### src/rtl/mem_port_arbiter_if.sv
// Bundle of the fetch port, data port and shared memory port seen by mem_port_arbiter.
// The slave modport is the arbiter's view; master is the surrounding core plus memory.
interface mem_port_arbiter_if #(
    parameter int ADDR_W = 32,
    parameter int DATA_W = 32
);
    logic              if_req;
    logic [ADDR_W-1:0] if_addr;
    logic              if_gnt;
    logic              if_rvalid;
    logic [DATA_W-1:0] if_rdata;

    logic              dm_req;
    logic              dm_we;
    logic [ADDR_W-1:0] dm_addr;
    logic [DATA_W-1:0] dm_wdata;
    logic              dm_gnt;
    logic              dm_rvalid;
    logic [DATA_W-1:0] dm_rdata;

    logic              mem_en;
    logic              mem_we;
    logic [ADDR_W-1:0] mem_addr;
    logic [DATA_W-1:0] mem_wdata;
    logic [DATA_W-1:0] mem_rdata;

    modport slave (
        input  if_req, if_addr, dm_req, dm_we, dm_addr, dm_wdata, mem_rdata,
        output if_gnt, if_rvalid, if_rdata, dm_gnt, dm_rvalid, dm_rdata,
        output mem_en, mem_we, mem_addr, mem_wdata
    );

    modport master (
        output if_req, if_addr, dm_req, dm_we, dm_addr, dm_wdata, mem_rdata,
        input  if_gnt, if_rvalid, if_rdata, dm_gnt, dm_rvalid, dm_rdata,
        input  mem_en, mem_we, mem_addr, mem_wdata
    );
endinterface

### src/rtl/mem_port_arbiter.sv
// Shares one fixed-latency single-port memory between fetch and data ports, one
// transaction at a time; data has priority, a starvation counter guarantees fetch progress.
module mem_port_arbiter #(
    parameter int ADDR_W       = 32,
    parameter int DATA_W       = 32,
    parameter int MEM_LATENCY  = 2,
    parameter int STARVE_LIMIT = 4
) (
    input  logic               clock,
    input  logic               reset_n,
    mem_port_arbiter_if.slave  bus
);
    localparam logic [3:0] LAT  = 4'(MEM_LATENCY);
    localparam logic [3:0] SLIM = 4'(STARVE_LIMIT);

    typedef enum logic [1:0] {IDLE, ISSUE, WAIT, RESP} state_t;

    typedef struct packed {
        logic              dm;
        logic              we;
        logic [ADDR_W-1:0] addr;
        logic [DATA_W-1:0] wdata;
    } req_t;

    state_t            state, state_nx;
    req_t              cur, cur_nx;
    logic [3:0]        lat_cnt, lat_nx;
    logic [3:0]        starve_cnt, starve_nx;
    logic [DATA_W-1:0] if_rdata_q, if_rdata_nx;
    logic [DATA_W-1:0] dm_rdata_q, dm_rdata_nx;
    logic              pick_dm;

    // Fetch only overtakes a competing data request once it has been passed over STARVE_LIMIT times.
    assign pick_dm = bus.dm_req && !(bus.if_req && starve_cnt == SLIM);

    always_ff @(posedge clock or negedge reset_n) begin
        if (!reset_n) begin
            state      <= IDLE;
            cur        <= '0;
            lat_cnt    <= '0;
            starve_cnt <= '0;
            if_rdata_q <= '0;
            dm_rdata_q <= '0;
        end else begin
            state      <= state_nx;
            cur        <= cur_nx;
            lat_cnt    <= lat_nx;
            starve_cnt <= starve_nx;
            if_rdata_q <= if_rdata_nx;
            dm_rdata_q <= dm_rdata_nx;
        end
    end

    always_comb begin
        state_nx    = state;
        cur_nx      = cur;
        lat_nx      = lat_cnt;
        starve_nx   = starve_cnt;
        if_rdata_nx = if_rdata_q;
        dm_rdata_nx = dm_rdata_q;
        case (state)
            IDLE, RESP: begin
                if (bus.if_req || bus.dm_req) begin
                    state_nx     = ISSUE;
                    cur_nx.dm    = pick_dm;
                    cur_nx.we    = pick_dm && bus.dm_we;
                    cur_nx.addr  = pick_dm ? bus.dm_addr : bus.if_addr;
                    cur_nx.wdata = pick_dm ? bus.dm_wdata : '0;
                    if (bus.if_req && pick_dm)
                        starve_nx = (starve_cnt == SLIM) ? SLIM : starve_cnt + 4'd1;
                    else
                        starve_nx = '0;
                end else begin
                    state_nx  = IDLE;
                    starve_nx = '0;
                end
            end
            ISSUE: begin
                if (cur.we) begin
                    state_nx    = RESP;
                    dm_rdata_nx = '0;
                end else begin
                    state_nx = WAIT;
                    lat_nx   = LAT;
                end
            end
            WAIT: begin
                // Count of 1 marks the cycle in which mem_rdata is valid.
                if (lat_cnt == 4'd1) begin
                    state_nx = RESP;
                    if (cur.dm) dm_rdata_nx = bus.mem_rdata;
                    else        if_rdata_nx = bus.mem_rdata;
                end else begin
                    lat_nx = lat_cnt - 4'd1;
                end
            end
            default: state_nx = IDLE;
        endcase
    end

    assign bus.mem_en    = (state == ISSUE);
    assign bus.mem_we    = bus.mem_en && cur.we;
    assign bus.mem_addr  = bus.mem_en ? cur.addr  : '0;
    assign bus.mem_wdata = bus.mem_en ? cur.wdata : '0;
    assign bus.if_gnt    = bus.mem_en && !cur.dm;
    assign bus.dm_gnt    = bus.mem_en &&  cur.dm;
    assign bus.if_rvalid = (state == RESP) && !cur.dm;
    assign bus.dm_rvalid = (state == RESP) &&  cur.dm;
    assign bus.if_rdata  = if_rdata_q;
    assign bus.dm_rdata  = dm_rdata_q;
endmodule

### src/flat_wrapper.sv
// flat-port wrapper written by rule: the top's interface ports become plain ports
module mem_port_arbiter_flat 
#(
    parameter int ADDR_W       = 32,
    parameter int DATA_W       = 32,
    parameter int MEM_LATENCY  = 2,
    parameter int STARVE_LIMIT = 4
)
  (clock, reset_n, bus_if_req, bus_if_addr, bus_dm_req, bus_dm_we, bus_dm_addr, bus_dm_wdata, bus_mem_rdata, bus_if_gnt, bus_if_rvalid, bus_if_rdata, bus_dm_gnt, bus_dm_rvalid, bus_dm_rdata, bus_mem_en, bus_mem_we, bus_mem_addr, bus_mem_wdata);
  mem_port_arbiter_if #(.ADDR_W(ADDR_W), .DATA_W(DATA_W)) bus_i ();
  input  logic clock;
  input  logic reset_n;
  input wire logic [$bits(bus_i.if_req)-1:0] bus_if_req;
  input wire logic [$bits(bus_i.if_addr)-1:0] bus_if_addr;
  input wire logic [$bits(bus_i.dm_req)-1:0] bus_dm_req;
  input wire logic [$bits(bus_i.dm_we)-1:0] bus_dm_we;
  input wire logic [$bits(bus_i.dm_addr)-1:0] bus_dm_addr;
  input wire logic [$bits(bus_i.dm_wdata)-1:0] bus_dm_wdata;
  input wire logic [$bits(bus_i.mem_rdata)-1:0] bus_mem_rdata;
  output wire logic [$bits(bus_i.if_gnt)-1:0] bus_if_gnt;
  output wire logic [$bits(bus_i.if_rvalid)-1:0] bus_if_rvalid;
  output wire logic [$bits(bus_i.if_rdata)-1:0] bus_if_rdata;
  output wire logic [$bits(bus_i.dm_gnt)-1:0] bus_dm_gnt;
  output wire logic [$bits(bus_i.dm_rvalid)-1:0] bus_dm_rvalid;
  output wire logic [$bits(bus_i.dm_rdata)-1:0] bus_dm_rdata;
  output wire logic [$bits(bus_i.mem_en)-1:0] bus_mem_en;
  output wire logic [$bits(bus_i.mem_we)-1:0] bus_mem_we;
  output wire logic [$bits(bus_i.mem_addr)-1:0] bus_mem_addr;
  output wire logic [$bits(bus_i.mem_wdata)-1:0] bus_mem_wdata;
  assign bus_i.if_req = bus_if_req;
  assign bus_i.if_addr = bus_if_addr;
  assign bus_i.dm_req = bus_dm_req;
  assign bus_i.dm_we = bus_dm_we;
  assign bus_i.dm_addr = bus_dm_addr;
  assign bus_i.dm_wdata = bus_dm_wdata;
  assign bus_i.mem_rdata = bus_mem_rdata;
  assign bus_if_gnt = bus_i.if_gnt;
  assign bus_if_rvalid = bus_i.if_rvalid;
  assign bus_if_rdata = bus_i.if_rdata;
  assign bus_dm_gnt = bus_i.dm_gnt;
  assign bus_dm_rvalid = bus_i.dm_rvalid;
  assign bus_dm_rdata = bus_i.dm_rdata;
  assign bus_mem_en = bus_i.mem_en;
  assign bus_mem_we = bus_i.mem_we;
  assign bus_mem_addr = bus_i.mem_addr;
  assign bus_mem_wdata = bus_i.mem_wdata;
  mem_port_arbiter #(.ADDR_W(ADDR_W), .DATA_W(DATA_W), .MEM_LATENCY(MEM_LATENCY), .STARVE_LIMIT(STARVE_LIMIT)) u_core (.clock(clock), .reset_n(reset_n), .bus(bus_i));
endmodule
### config.mk
export PLATFORM = sky130hd
export DESIGN_NAME = mem_port_arbiter_flat
export DESIGN_NICKNAME = d
export VERILOG_FILES = /design/src/rtl/mem_port_arbiter_if.sv /design/src/rtl/mem_port_arbiter.sv /design/src/flat_wrapper.sv
export SDC_FILE = /design/constraint.sdc
export NUM_CORES = 1
export LEC_CHECK = 0
export BUFFER_PORTS_ARGS = -buffer_cell sky130_fd_sc_hd__buf_4
export CAP_MARGIN = 0
export CORE_MARGIN = 2
export CORE_UTILIZATION = 25
export DETAILED_ROUTE_END_ITERATION = 8
export PLACE_DENSITY = 0.58
export SLEW_MARGIN = 20
export SYNTH_ARGS = -nofsm -noshare
export SYNTH_HDL_FRONTEND = slang
export SYNTH_SLANG_ARGS = --single-unit
### constraint.sdc
create_clock -name clock -period 2.1 [get_ports clock]
set_clock_uncertainty 0.15 [all_clocks]
set_input_delay 0.525 -clock clock [delete_from_list [all_inputs] [get_ports clock]]
set_output_delay 0.525 -clock clock [all_outputs]
set_load 0.05 [all_outputs]
Yosys cells after proc, flatten, opt, wreduce, memory -nomap -nowiden

Cells that the tools add are included.

Shift operators: 0
$mul: 0
Order comparisons: 0
Divide/modulo/power cells: 0
Equal/unequal tests: 10
Reduce and logical (&&, ||, !) cells: 19
Add/subtract/negate cells: 2
Bitwise gates (word level): 1
Muxes and demuxes: 18

Operators by type and width:

| kind                                                               | count |
|---|---|
| 32-bit 2-to-1 mux                                                  | 7 |
| 32-bit one-hot mux with 2 select lines                             | 1 |
| 4-bit 2-to-1 mux                                                   | 5 |
| 1-bit logical AND                                                  | 9 |
| 4-bit one-hot mux with 2 select lines                              | 1 |
| 2-bit != test, second input constant                               | 3 |
| 2-bit one-hot mux with 3 select lines                              | 1 |
| 3-bit AND reduction                                                | 2 |
| 4-bit by 1-bit adder with 4-bit output, second input constant      | 1 |
| 2-bit == test, second input constant                               | 2 |
| 4-bit by 1-bit == test with 1-bit output, second input constant    | 1 |
| 4-bit by 3-bit == test with 1-bit output, second input constant    | 1 |
| 2-bit by 1-bit != test with 1-bit output, second input constant    | 2 |
| 4-bit AND reduction                                                | 1 |
| 4-bit by 1-bit subtractor with 4-bit output, second input constant | 1 |
| 2-bit by 1-bit == test with 1-bit output, second input constant    | 1 |
| 1-bit logical NOT                                                  | 2 |
| 2-bit logical NOT                                                  | 1 |
| 1-bit 2-to-1 mux                                                   | 2 |
| 2-bit 2-to-1 mux                                                   | 1 |
| 2-bit AND reduction                                                | 1 |
| 2-bit nonzero test                                                 | 1 |
| 2-bit OR reduction                                                 | 1 |
| 1-bit logical OR                                                   | 1 |
| 1-bit NOT                                                          | 1 |

Memories kept: 0
Output and inout bits: 134
Bits in read-only memories: 0
Bits in writable memories: 0
Latch bits: 0
Input port bits: 133
Word-level logic and storage cells: 59
Register bits after elaboration: 140

Longest topological paths before layout

Gate-level depths: netlist of run 1.

Depth in word-level cells: 7
Mapped depth: 8

Worst setup path before layout of run 1

OpenSTA, ideal clock, no wires.

Kind: register -> output
From: register u_core.state[1]
To: output bus_if_gnt
Setup slack: -0.601 ns
Path buffers: 1
Arrival time: 2.026 ns
Data required time: 1.425 ns
Cell stages (with the launch flop): 5
Cell sequence: dfrtp_1 > inv_1 > ha_1 > clkbuf_1 > nor2b_1

Word-level cells in the longest chain between the ends: 2

RTL lines:

| element                                  | line                    | text |
|---|---|---|
| start, declared                          | mem_port_arbiter.sv:25  | `state_t state, state_nx;` |
| start signal, assigned                   | mem_port_arbiter.sv:45  | `state <= state_nx;` |
| 2-bit by 1-bit == test with 1-bit output | mem_port_arbiter.sv:101 | `assign bus.mem_en = (state == ISSUE);` |
| via bus_mem_en                           | flat_wrapper.sv:26      | `output wire logic [$bits(bus_i.mem_en)-1:0] bus_mem_en;` |
| 1-bit logical AND                        | mem_port_arbiter.sv:105 | `assign bus.if_gnt = bus.mem_en && !cur.dm;` |
| end, declared                            | flat_wrapper.sv:20      | `output wire logic [$bits(bus_i.if_gnt)-1:0] bus_if_gnt;` |

The timed path passes the listed nets, and every way through them passes these cells.

Worst setup path in the final report of run 1

From: register u_core.state[1]
To: output bus_mem_addr[24]

Word-level cells in the longest chain between the ends: 2

RTL lines:

| element                                  | line                    | text |
|---|---|---|
| 2-bit by 1-bit == test with 1-bit output | mem_port_arbiter.sv:101 |  |
| 32-bit 2-to-1 mux                        | mem_port_arbiter.sv:103 | `assign bus.mem_addr = bus.mem_en ? cur.addr : '0;` |
| end, declared                            | flat_wrapper.sv:28      | `output wire logic [$bits(bus_i.mem_addr)-1:0] bus_mem_addr;` |

No other way between the ends.

==> flow_summary.rst, run 1 <==
.. list-table::
   :header-rows: 1

   * - Metric
     - Value
   * - Result of the run
     - complete, but fails checks
   * - Failing checks
     - setup timing
   * - Area growth, synth to finish
     - 67.4%
   * - Post-DRT Antenna Nets
     - 0
   * - Most area-consuming cells after synthesis
     - dfrtp_1 55%, a22o_1 9.1%, mux2_4 7.1%, and2_1 6.8%, nand2_1 4.3%
   * - Setup TNS Final
     - -13.03 ns
   * - Element type at the critical path start
     - flop
   * - Level count of the clock H-tree
     - 4
   * - Type of the setup path with the least slack
     - flop to output port
   * - Half-perimeter wire length of the detailed placement result
     - 13,600 µm
   * - Vertical die dimension
     - approximately 160 µm
   * - Clock Tree Buf Depth
     - 2
   * - All-layer global routing usage
     - between 10% and 20%
   * - IO Pins
     - about 270
   * - Depth of the most critical reg-to-reg path
     - 8
   * - Overflow after GRT
     - 0
   * - Count of unresolved DRC violations after routing
     - 0
   * - Setup crit end kind
     - output port
   * - Clock insertion delay at the later pin of the skew report
     - 0.42 ns
   * - Sink of the worst hold path
     - u_core.cur[30]
   * - Site Rows
     - 58
   * - Die boundary width
     - 163 µm
   * - Clock tree from TritonCTS
     - done
   * - Net count of the finished layout
     - roughly 980
   * - Peak supply drop
     - roughly 0.73 mV
   * - Async set-reset flop share out of synthesis
     - 100%
   * - Effective utilization at floorplan
     - about a quarter
   * - Clock edge transition at the registers on the reported setup and hold paths
     - 0.07 ns
   * - Clock sinks
     - 140
   * - Number of cells produced by synthesis
     - 553
   * - Share of cells above drive strength 1
     - 53.3%
   * - Crit path time final
     - 2.32 ns
   * - Dominant synthesized flop cell
     - dfrtp_1
   * - Count of cells along the worst hold path
     - 2
   * - Number of flip-flops and latches in the synthesized netlist
     - 140
   * - Final hold viol count
     - 0
   * - Leading area contributor after synthesis
     - dfrtp_1
   * - Total count of max-transition violations in the final report
     - 0
   * - Avg Vias per Cell
     - 4.63
   * - Initial antenna violation count
     - 0
   * - Wire per inst
     - roughly 17 µm
   * - Worst hold path type
     - primary input to flop
   * - Critical Path Fanout Max
     - 8
   * - Floorplan die area
     - 26,600 µm²
   * - Global-route wire length before repair
     - 30,400 µm
   * - Total Routed Length
     - 20,600 µm
   * - Maximum clock rate
     - 431 MHz
   * - Drt pass-1 iters
     - 4
   * - Core ar.
     - 25,000 µm²
   * - Sequential share of the synthesized area
     - 55.3%
   * - Placer Congestion
     - 0.775
   * - Worst-Margin Slew
     - ~0.48 ns
   * - Required @ worst endpoint
     - approximately 1.4 ns
   * - Unrepaired setup endpoints after global routing
     - true
   * - Pin count of the biggest net entering global routing
     - 39
   * - Final setup vio count
     - 84
   * - Antenna cells
     - 0
   * - Crit share post-route
     - 110%
   * - Total number of vias
     - 5,479
   * - Register-to-register path setup slack
     - -0.01 ns
   * - Final hold slack
     - 0.169 ns
   * - Cell area after layout
     - 10,600 µm²
   * - Clock Tree Root
     - clkbuf_16
   * - Power Density
     - 1640 nW/µm²
   * - Number of buffers created by CTS
     - 17
   * - Number of DRC markers in iteration 0
     - 344
   * - Area share of the largest cell type after synthesis
     - 55.3%
   * - Worst Min Path Start
     - bus_dm_wdata[30]
   * - Number of maximum-capacitance violations
     - 0
   * - EDFF count, synth
     - 0
   * - Count of synthesis-stage warnings from yosys
     - 0
   * - Post-synth design cell area
     - 6330 µm²
   * - Number of I/O port buffers
     - between 200 and 300
   * - Final worst setup slack
     - -0.218 ns
   * - Arrival time of data at the critical path endpoint
     - between 1.5 and 2 ns
   * - Unique cell type count in the Yosys netlist
     - 37
   * - Reg2reg start
     - u_core.state[0]
   * - Leak
     - 5.13 nW
   * - Syn nets
     - between 600 and 700
   * - Post-synthesis average cell area
     - roughly 11 µm²
   * - Number of global-route vias before repair
     - 5,551
   * - Relative max-transition margin
     - between 60% and 70%
   * - Capture point of the worst reg-to-reg path
     - u_core.bus.dm_rdata[13]
   * - Post-placement cell area
     - 9080 µm²
## where the power goes
group,total (mW),internal (mW),switching (mW)
combinational,9.99,4.34,5.65
sequential,4.34,3.71,0.623
clock,3.05,1.63,1.42
total,17.4,9.69,7.69
## sequential cells by signal (all words and copies together), names as in the netlist
register,cells
u_core.cur,66
u_core.state,2
u_core.bus.dm_rdata,32
u_core.starve_cnt,4
u_core.bus.if_rdata,32
u_core.lat_cnt,4
## layout make-up
type	count	area, µm²
sequential	140	3500
tap	330	413
timing repair buffer	318	3230
inverter	9	33.8
multi-input combinational	355	2810
clock inverter	15	191
fill	2368	14400
clock buffer	17	425
## cell usage after synthesis, types with 5 or more instances
cell      instances
clkbuf_1         39
nand4_1          33
dfrtp_1         140
nand2_1          72
buf_1             5
a22o_1           66
o211ai_1         32
nor2b_1           5
mux2_4           30
inv_1             9
ha_1              7
and2_1           69
## cell usage in the layout, fill, tap and decap left out, drive strengths merged, types with 2 or more instances in the layout
| cell type | synthesis | routed |
|---|---|---|
| nand2 | 72 | 72 |
| o21ai | 4 | 4 |
| and2 | 69 | 69 |
| clkbuf | 39 | 24 |
| nand4 | 33 | 33 |
| clkinv | 0 | 8 |
| nand3 | 3 | 3 |
| nor2b | 5 | 5 |
| a22o | 66 | 66 |
| o22ai | 3 | 3 |
| ha | 7 | 7 |
| a21o | 2 | 2 |
| a21oi | 4 | 4 |
| dfrtp | 140 | 140 |
| nand3b | 2 | 2 |
| o211ai | 32 | 32 |
| buf | 10 | 310 |
| mux2 | 32 | 32 |
| a31oi | 4 | 4 |
| inv | 9 | 16 |
| or3b | 2 | 2 |
| nand2b | 3 | 3 |
## routing by layer
metal	global-route usage (%)	part of all wire, %
met5	0	0
met4	3.90	1.7
met3	5.28	7.6
met2	22.6	47
met1	19.4	44
## critical path, cell delays in order (launching register included)
cell and delay, ns:
dfrtp_1 0.39, inv_2 0.08, ha_4 0.16, buf_12 0.15
clkbuf_16 0.16, and2_4 0.14, buf_8 0.14
## timing repair
item | 4_1_cts | 5_1_grt
gates resized for setup | 116 | 51
buffers inserted | 9 | 4
hold buffers | 1 | 0
endpoints found under the hold margin | 33 | 0
cloned | 1 | 11
setup endpoints to repair | 70 | 137
pin swaps | 3 | 46
## how the worst max path moves through the flow
| stage | from | end | slack, ns | depth (start not counted) |
|---|---|---|---|---|
| floorplan | u_core.lat_cnt[1] | u_core.bus.if_rdata[11] | -0.01 | 8 |
| global placement | u_core.lat_cnt[1] | u_core.bus.if_rdata[27] | 0.06 | 6 |
| detailed placement | u_core.lat_cnt[1] | u_core.bus.if_rdata[21] | 0.05 | 6 |
| CTS | u_core.state[1] | bus_mem_wdata[0] | -0.23 | 6 |
| global route | u_core.state[1] | bus_mem_wdata[16] | -0.30 | 6 |
| finish | u_core.state[1] | bus_mem_addr[24] | -0.22 | 6 |
## stage by stage
stage | setup WS [ns] | instances | util [%] | total power [mW]
global route | -0.297 | 1184 | 42.3 | 18.4
global placement | 0.0561 | 1129 | 36.3 | 13.1
CTS | -0.231 | 1172 | 40.9 | 17.1
floorplan | -0.0139 | 553 | - | 10.2
finish | -0.218 | 1184 | 42.3 | 17.4
detailed placement | 0.0517 | 1129 | 36.3 | 13.1
## logic make-up (layout without fill, tap and decap cells)
family	Yosys count	count (layout)	synth area share, %
AO/OA/AOI/OAI	121	121	15.3
adder cells (fa/ha/maj)	7	7	1.38
buffers and inverters	58	359	3.93
flip-flops	140	140	55.3
multiplexers	33	33	7.62
AND/OR/NAND/NOR	194	194	16.4
Note: power is estimated with default switching activity, not from simulation.
==> inputs of run 2 (changes only) <==
--- a/config.mk
+++ b/config.mk
@@ -5,8 +5,7 @@
 export SDC_FILE = /design/constraint.sdc
 export NUM_CORES = 1
 export LEC_CHECK = 0
-export BUFFER_PORTS_ARGS = -buffer_cell sky130_fd_sc_hd__buf_4
-export CAP_MARGIN = 0
+export BUFFER_PORTS_ARGS = -buffer_cell sky130_fd_sc_hd__buf_2
 export CORE_MARGIN = 2
 export CORE_UTILIZATION = 25
 export DETAILED_ROUTE_END_ITERATION = 8
==> run 2 against run 1 <==
Against the previous run: the flow still finishes with violations (setup timing); first-iteration DRC count up 5.5%; sequential share of layout area up 1.7 points; clock power up 6%; final cell count down 0.42%; clock-buffer cell count unchanged; hold slack better by 0.0025 ns; sequential cell count unchanged; non-clock buffer count down 6; global-route usage down 0.12 points; cell area down 4.8%; sequential power down 0.9%; highest routed layer unchanged.
==> flow_summary.rst, run 2 (same netlist as run 1, synthesis figures left out) <==
.. list-table::
   :header-rows: 1

   * - Metric
     - Value
   * - Result of the run
     - complete, but fails checks (unchanged)
   * - Failing checks
     - setup timing (unchanged)
   * - Maximum clock rate
     - 432 MHz (was 431 MHz)
   * - Leading cell types in the layout, fill and taps excluded
     - 195 x buf_2, 140 x dfrtp_1, 72 x nand2_1 (was 216 x buf_4, 140 x dfrtp_1, 72 x nand2_1)
   * - Final setup vio count
     - 101 (was 84)
   * - Vertical die dimension
     - 163 µm (unchanged)
   * - Critical Path Fanout Max
     - 12 (was 8)
   * - Core ar.
     - 25,000 µm² (unchanged)
   * - Total Routed Length
     - 20,000 µm (was 20,600 µm)
   * - Avg Vias per Cell
     - 4.64 (was 4.63)
   * - Clock sinks
     - 140 (unchanged)
   * - Setup TNS Final
     - -14.47 ns (was -13.03 ns)
   * - Post-placement cell area
     - 8390 µm² (was 9080 µm²)
   * - Peak supply drop
     - 0.765 mV (was 0.726 mV)
   * - Register name with the most flops
     - u_core.cur (unchanged)
   * - Setup crit end kind
     - output port (unchanged)
   * - Floorplan die area
     - 26,600 µm² (unchanged)
   * - Clock insertion delay at the later pin of the skew report
     - 0.42 ns (about the same)
   * - Relative max-transition margin
     - 66.7% (was 68.1%)
   * - Clock Tree Buf Depth
     - 2 (unchanged)
   * - All-layer global routing usage
     - 14.5% (was 14.6%)
   * - M1 GR Usage
     - 19.5% (was 19.4%)
   * - Utilization of the core after routing
     - 40.3% (was 42.3%)
   * - IO Pins
     - 267 (unchanged)
   * - Fillcell total
     - 2,423 (was 2,368)
   * - Placer Congestion
     - 0.767 (was 0.775)
   * - Number of flip-flops under the largest register name
     - 66 (unchanged)
   * - Wire per inst
     - 17.0 µm (was 17.4 µm)
   * - Leak
     - 4.96 nW (was 5.13 nW)
   * - Type of the setup path with the least slack
     - flop to output port (unchanged)
   * - Cell area after layout
     - 10,100 µm² (was 10,600 µm²)
   * - Die boundary width
     - 163 µm (unchanged)
   * - Level count of the clock H-tree
     - 4 (unchanged)
   * - Worst-Margin Slew
     - 0.497 ns (was 0.477 ns)
   * - Number of global-route vias before repair
     - 5,425 (was 5,551)
   * - Area growth, synth to finish
     - 59.3% (was 67.4%)
   * - Half-perimeter wire length of the detailed placement result
     - 13,300 µm (was 13,600 µm)
   * - Number of maximum-capacitance violations
     - 0 (unchanged)
   * - Global-route wire length before repair
     - 30,200 µm (was 30,400 µm)
   * - Initial antenna violation count
     - 1 (was 0)
   * - Post-DRT Antenna Nets
     - 0 (unchanged)
   * - Element type at the critical path start
     - flop (unchanged)
   * - Arrival time of data at the critical path endpoint
     - 1.64 ns (about the same)
   * - Required @ worst endpoint
     - 1.42 ns (about the same)
   * - Overflow after GRT
     - 0 (unchanged)
   * - Number of I/O port buffers
     - 266 (unchanged)
   * - Net count of the finished layout
     - 975 (was 981)
   * - Count of unresolved DRC violations after routing
     - 0 (unchanged)
   * - Crit share post-route
     - 110% (about the same)
   * - Met2 track demand over resource
     - 22.9% (was 22.6%)
   * - Site Rows
     - 58 (unchanged)
   * - Total count of max-transition violations in the final report
     - 0 (unchanged)
   * - Total number of vias
     - 5,475 (was 5,479)
   * - Grt met3 use
     - 4.09% (was 5.28%)
   * - Drt pass-1 iters
     - 4 (unchanged)
   * - Share of cells above drive strength 1
     - 53.5% (was 53.3%)
   * - Clock edge transition at the registers on the reported setup and hold paths
     - 0.07 ns (about the same)
   * - Unrepaired setup endpoints after global routing
     - true (unchanged)
   * - Number of buffers created by CTS
     - 17 (unchanged)
   * - Worst hold path type
     - primary input to flop (unchanged)
   * - Power Density
     - 1710 nW/µm² (was 1640 nW/µm²)
   * - Final hold viol count
     - 0 (unchanged)
   * - Crit path time final
     - 2.31 ns (was 2.32 ns)
   * - Clock Tree Root
     - clkbuf_16 (unchanged)
   * - Clock tree from TritonCTS
     - done (unchanged)
   * - Effective utilization at floorplan
     - 25.3% (unchanged)
   * - Most congested layer reported by global routing
     - met2 (unchanged)
   * - Pin count of the biggest net entering global routing
     - 39 (unchanged)
   * - Final worst setup slack
     - -0.215 ns (was -0.218 ns)
   * - Number of DRC markers in iteration 0
     - 363 (was 344)
   * - Commonest non-fill, non-tap cell in the layout
     - buf_2 (was buf_4)
-- run 2: what timing repair did --
action,CTS,global route
hold endpoints to repair,34,0
setup endpoints to repair,70,165
hold buffers,1,0
cloned,3,5
setup buffers,11,1
pin swaps,5,25
gates resized for setup,190,58
-- run 2: stage by stage --
step	setup WS (ns)	total power, mW	hold WS (ns)	std cells
finish	-0.215	17.3	0.172	1179
global route	-0.302	18.2	0.151	1178
CTS	-0.242	17.0	0.147	1173
detailed placement	0.0290	12.5	0.323	1127
global placement	0.0579	12.4	0.318	1127
floorplan	-0.0139	10.2	0.0794	553
-- run 2: worst paths after layout --
check | start | endpoint | slack (ns) | depth (start not counted)
min | bus_dm_wdata[25] | u_core.cur[25] | 0.17 | 2
max | u_core.state[1] | bus_mem_wdata[3] | -0.21 | 6
max reg2reg | u_core.state[0] | u_core.bus.dm_rdata[11] | -0.10 | 9
min reg2reg | u_core.cur[41] | u_core.cur[41] | 0.34 | 2
max in group asynchronous | reset_n | u_core.cur[60] | 0.80 | 3
min in group asynchronous | reset_n | u_core.bus.dm_rdata[27] | 0.44 | 2
-- run 2: power by group --
group          total [mW]  internal, mW  switching [mW]
Combinational        9.73          4.04            5.68
Sequential           4.30          3.72           0.588
Clock                3.22          1.92            1.30
Total                17.3          9.68            7.57
-- run 2: layout make-up --
class,instances,area (µm²),area share (%)
clock inverter,15,199,1.97
inverter,9,33.8,0.335
clock buffer,17,425,4.22
antenna,1,2.50,0.0248
timing repair buffer,312,2680,26.5
sequential,140,3500,34.7
tap,330,413,4.09
multi-input combinational,355,2840,28.1
-- run 2: worst max-delay path, cell delays in order (launching register included) --
cell,delay (ns)
dfrtp_1,0.39
inv_2,0.08
ha_4,0.16
buf_12,0.15
buf_12,0.14
and2_1,0.15
buf_6,0.16
-- run 2: per-layer routing --
metal  wire, µm  vias up  share of wire [%]
li1           -     2561                  -
met1       8720     2687                 44
met2       9670      214                 48
met3       1430       13                7.2
met4        200        0                1.0
met5          0        -                  0
==> inputs of run 3 (changes only) <==
--- a/config.mk
+++ b/config.mk
@@ -5,11 +5,12 @@
 export SDC_FILE = /design/constraint.sdc
 export NUM_CORES = 1
 export LEC_CHECK = 0
+export ABC_AREA = 1
 export BUFFER_PORTS_ARGS = -buffer_cell sky130_fd_sc_hd__buf_2
 export CORE_MARGIN = 2
 export CORE_UTILIZATION = 25
 export DETAILED_ROUTE_END_ITERATION = 8
-export PLACE_DENSITY = 0.58
+export PLACE_DENSITY = 0.57
 export SLEW_MARGIN = 20
 export SYNTH_ARGS = -nofsm -noshare
 export SYNTH_HDL_FRONTEND = slang
==> run 3 against run 2 <==
Against the previous run: the run still ends with setup timing left; synthesized cell count increased by 66%; hold slack worse by 0.020 ns; global-route usage down 0.35 points; sequential share of layout area fell by 1.0 points; clock power fell by 2%; worst setup slack got worse by 0.043 ns; core utilization decreased by 1.7 points; final cell count grew 31%; combinational power is 11% lower; area after synthesis up 8.5%; wire length increased by 2.1%; fmax fell by 1.8%; largest power group unchanged; highest routed layer is now met5.
==> flow_summary.rst, run 3 <==
.. list-table::
   :header-rows: 1

   * - Metric
     - Value
   * - Result of the run
     - complete, but fails checks (unchanged)
   * - Failing checks
     - setup timing (unchanged)
   * - Leading cell types in the layout, fill and taps excluded
     - 343 x nand2_1, 195 x buf_2, 140 x dfrtp_1 (was 195 x buf_2, 140 x dfrtp_1, 72 x nand2_1)
   * - Area share of the largest cell type after synthesis
     - 51.0% (was 55.3%)
   * - Number of DRC markers in iteration 0
     - 406 (was 363)
   * - Worst-Margin Slew
     - 0.458 ns (was 0.497 ns)
   * - Async set-reset flop share out of synthesis
     - 100% (unchanged)
   * - Total count of max-transition violations in the final report
     - 0 (unchanged)
   * - Worst Min Path Start
     - bus_dm_wdata[17] (was bus_dm_wdata[25])
   * - Ordered list of cells on the worst path
     - ha_4 -> buf_12 -> clkbuf_16 -> nand2_2 -> clkinvlp_4 -> buf_6 (was inv_2 -> ha_4 -> buf_12 -> buf_12 -> and2_1 -> buf_6)
   * - Level count of the clock H-tree
     - 4 (unchanged)
   * - Net count of the finished layout
     - 1,326 (was 975)
   * - Number of cells produced by synthesis
     - 918 (was 553)
   * - Type of the setup path with the least slack
     - flop to output port (unchanged)
   * - Most frequent cell after synthesis
     - nand2_1 (was dfrtp_1)
   * - Number of flip-flops under the largest register name
     - 66 (unchanged)
   * - Sink of the worst hold path
     - u_core.cur[17] (was u_core.cur[25])
   * - Number of buffers created by CTS
     - 17 (unchanged)
   * - Clock edge transition at the registers on the reported setup and hold paths
     - 0.07 ns (about the same)
   * - Number of flip-flops and latches in the synthesized netlist
     - 140 (unchanged)
   * - Antenna cells
     - 0 (was 1)
   * - Setup TNS Final
     - -12.10 ns (was -14.47 ns)
   * - Maximum clock rate
     - 424 MHz (was 432 MHz)
   * - Count of cells along the worst hold path
     - 3 (was 2)
   * - Fillcell total
     - 2,755 (was 2,423)
   * - Post-DRT Antenna Nets
     - 0 (unchanged)
   * - Count of buffer and inverter cells on the critical path
     - 4 (unchanged)
   * - Overall power
     - 16.2 mW (was 17.3 mW)
   * - Number of maximum-capacitance violations
     - 0 (unchanged)
   * - Unique cell type count in the Yosys netlist
     - 25 (was 37)
   * - Register name with the most flops
     - u_core.cur (unchanged)
   * - Footprint of the flip-flops and latches
     - 3500 µm² (unchanged)
   * - Avg Vias per Cell
     - 4.22 (was 4.64)
   * - Reg2reg start
     - u_core.state[0] (unchanged)
   * - IO Pins
     - 267 (unchanged)
   * - Clock Tree Root
     - clkbuf_16 (unchanged)
   * - Capture point of the worst reg-to-reg path
     - u_core.bus.dm_rdata[27] (was u_core.bus.dm_rdata[11])
   * - Pin count of the biggest net entering global routing
     - 68 (was 39)
   * - Half-perimeter wire length of the detailed placement result
     - 13,700 µm (was 13,300 µm)
   * - Number of I/O port buffers
     - 266 (unchanged)
   * - Floorplan die area
     - 28,800 µm² (was 26,600 µm²)
   * - Arrival time of data at the critical path endpoint
     - 1.68 ns (was 1.64 ns)
   * - Multi-input logic area
     - 2610 µm² (was 2840 µm²)
   * - Leading area contributor after synthesis
     - dfrtp_1 (unchanged)
   * - Required @ worst endpoint
     - 1.42 ns (about the same)
   * - Critical Path Fanout Max
     - 7 (was 12)
   * - Crit path time final
     - 2.36 ns (was 2.31 ns)
   * - Effective utilization at floorplan
     - 25.5% (was 25.3%)
   * - Site Rows
     - 60 (was 58)
   * - All-layer global routing usage
     - 14.2% (was 14.5%)
   * - Syn nets
     - 1,058 (was 693)
   * - Initial antenna violation count
     - 2 (was 1)
   * - Clock Tree Buf Depth
     - 2 (unchanged)
   * - Critical-path cell with the highest stage delay
     - dfrtp_1 (unchanged)
   * - Maximum single-stage delay on the critical path
     - 0.42 ns (was 0.39 ns)
   * - Final worst setup slack
     - -0.257 ns (was -0.215 ns)
   * - Leak
     - 5.79 nW (was 4.96 nW)
   * - Post-synth design cell area
     - 6870 µm² (was 6330 µm²)
   * - Sum of met3 wire segment lengths after detailed routing
     - 1390 µm (was 1430 µm)
   * - Cell area after layout
     - 10,400 µm² (was 10,100 µm²)
   * - Clock sinks
     - 140 (unchanged)
   * - Uppermost layer routed
     - met5 (was met4)
   * - Sequential share of the synthesized area
     - 51.0% (was 55.3%)
   * - EDFF count, synth
     - 0 (unchanged)
   * - Unrepaired setup endpoints after global routing
     - true (unchanged)
   * - Post-synthesis average cell area
     - 7.48 µm² (was 11.5 µm²)
   * - Dominant synthesized flop cell
     - dfrtp_1 (unchanged)
   * - Start point of the critical path
     - u_core.state[0] (was u_core.state[1])
   * - Post-placement cell area
     - 8840 µm² (was 8390 µm²)
   * - Clock tree from TritonCTS
     - done (unchanged)
   * - Routed length on met2
     - 9750 µm (was 9670 µm)
   * - Cell type group with the largest total delay on the critical path
     - buffers and inverters (unchanged)
   * - Final hold viol count
     - 0 (unchanged)
   * - Wire per inst
     - 13.3 µm (was 17.0 µm)
   * - Overflow after GRT
     - 0 (unchanged)
   * - Depth of the most critical reg-to-reg path
     - 10 (was 9)
   * - Count of synthesis-stage warnings from yosys
     - 0 (unchanged)
   * - Commonest non-fill, non-tap cell in the layout
     - nand2_1 (was buf_2)
   * - Setup crit end kind
     - output port (unchanged)
   * - Final setup vio count
     - 70 (was 101)
   * - Drt pass-1 iters
     - 5 (was 4)
   * - Area growth, synth to finish
     - 51.4% (was 59.3%)
   * - Total number of vias
     - 6,498 (was 5,475)
   * - Register-to-register path setup slack
     - 0.10 ns (was -0.10 ns)
   * - Most area-consuming cells after synthesis
     - dfrtp_1 51%, nand2_1 21%, inv_1 9.6%, nand3_1 7.6%, o21ai_1 2.2% (was dfrtp_1 55%, a22o_1 9.1%, mux2_4 7.1%, and2_1 6.8%, nand2_1 4.3%)
   * - Number of global-route vias before repair
     - 6,347 (was 5,425)
   * - Placed Cells incl. Taps
     - 1,496 (was 1,127)
   * - Total Routed Length
     - 20,400 µm (was 20,000 µm)
   * - Peak supply drop
     - 0.771 mV (was 0.765 mV)
   * - Die boundary width
     - 170 µm (was 163 µm)
   * - Power Density
     - 1560 nW/µm² (was 1710 nW/µm²)
   * - Worst hold path type
     - primary input to flop (unchanged)
   * - Element type at the critical path start
     - flop (unchanged)
   * - Placer Congestion
     - 0.790 (was 0.767)
   * - Core ar.
     - 27,000 µm² (was 25,000 µm²)
   * - Global-route wire length before repair
     - 32,500 µm (was 30,200 µm)
   * - Clock insertion delay at the later pin of the skew report
     - 0.41 ns (was 0.42 ns)
   * - Ranking of synthesized cells by instance count
     - 379 x nand2_1, 176 x inv_1, 140 x dfrtp_1, 104 x nand3_1, 30 x o21ai_1 (was 140 x dfrtp_1, 72 x nand2_1, 69 x and2_1, 66 x a22o_1, 39 x clkbuf_1)
   * - Final standard cell count with taps included and fillers excluded
     - 1,540 (was 1,179)
   * - Total stage count of the critical path
     - 6 (unchanged)
   * - Crit share post-route
     - 112% (was 110%)
   * - Vertical die dimension
     - 170 µm (was 163 µm)
   * - Share of cells above drive strength 1
     - 36.6% (was 53.5%)
   * - Count of unresolved DRC violations after routing
     - 0 (unchanged)
   * - Relative max-transition margin
     - 69.4% (was 66.7%)
   * - Length of routed wiring on met1
     - 9010 µm (was 8720 µm)
==> run 3: area by class of cell <==
type                       count  area share [%]
clock buffer                  18            4.13
clock inverter                14            1.78
inverter                     178            8.25
multi-input combinational    553            25.1
sequential                   140            33.7
tap                          341            4.10
timing repair buffer         296            23.0
==> run 3: worst register-to-register path, cell delays in order (launching register included) <==
cell	delay (ns)
dfrtp_1	0.42
buf_4	0.15
buf_6	0.11
inv_1	0.06
ha_2	0.26
nand2_1	0.15
a21oi_4	0.21
nand2_4	0.07
buf_12	0.17
nand2_1	0.09
nand2_1	0.04
==> run 3: what timing repair did <==
item,in CTS,in global routing
cloned,1,1
gates resized for setup,185,73
hold buffers,1,0
endpoints found under the setup margin,70,70
buffers inserted,6,6
endpoints found under the hold margin,40,0
pin swaps,1,6
==> run 3: worst max-delay path by stage <==
stage / slack (ns) / end
after floorplan: 0.01 / bus_dm_gnt
after global placement: 0.1 / bus_mem_addr[26]
after detailed placement: 0.07 / bus_mem_addr[14]
after CTS: -0.29 / bus_mem_addr[17]
after global routing: -0.34 / bus_mem_addr[0]
final: -0.26 / bus_mem_addr[0]
==> run 3: metal layers <==
layer	track usage, %	up-vias
met5	0	-
met4	3.86	2
met3	3.52	19
met2	24.3	203
met1	17.8	3012
li1	-	3262
==> run 3: logic make-up after synthesis <==
family          count (synthesis)  share of synthesized area [%]
simple gates                  498                           30.0
buf+inv                       225                           13.8
flops                         140                           51.0
compound gates                 47                           3.79
fa+ha+maj                       7                           1.27
xor+xnor                        1                          0.128
==> run 3: per-stage QoR <==
step	util [%]	setup WS, ns	hold WS, ns
finish	38.6	-0.257	0.152
global route	38.6	-0.335	0.138
CTS	37.5	-0.288	0.131
detailed placement	32.8	0.0741	0.304
global placement	32.8	0.0974	0.299
floorplan	-	0.0109	0.0794
==> run 3: power by group <==
| part | internal (mW) | switching, mW |
|---|---|---|
| clock network | 1.90 | 1.27 |
| registers | 3.66 | 0.680 |
| logic | 2.98 | 5.70 |
| total | 8.55 | 7.64 |
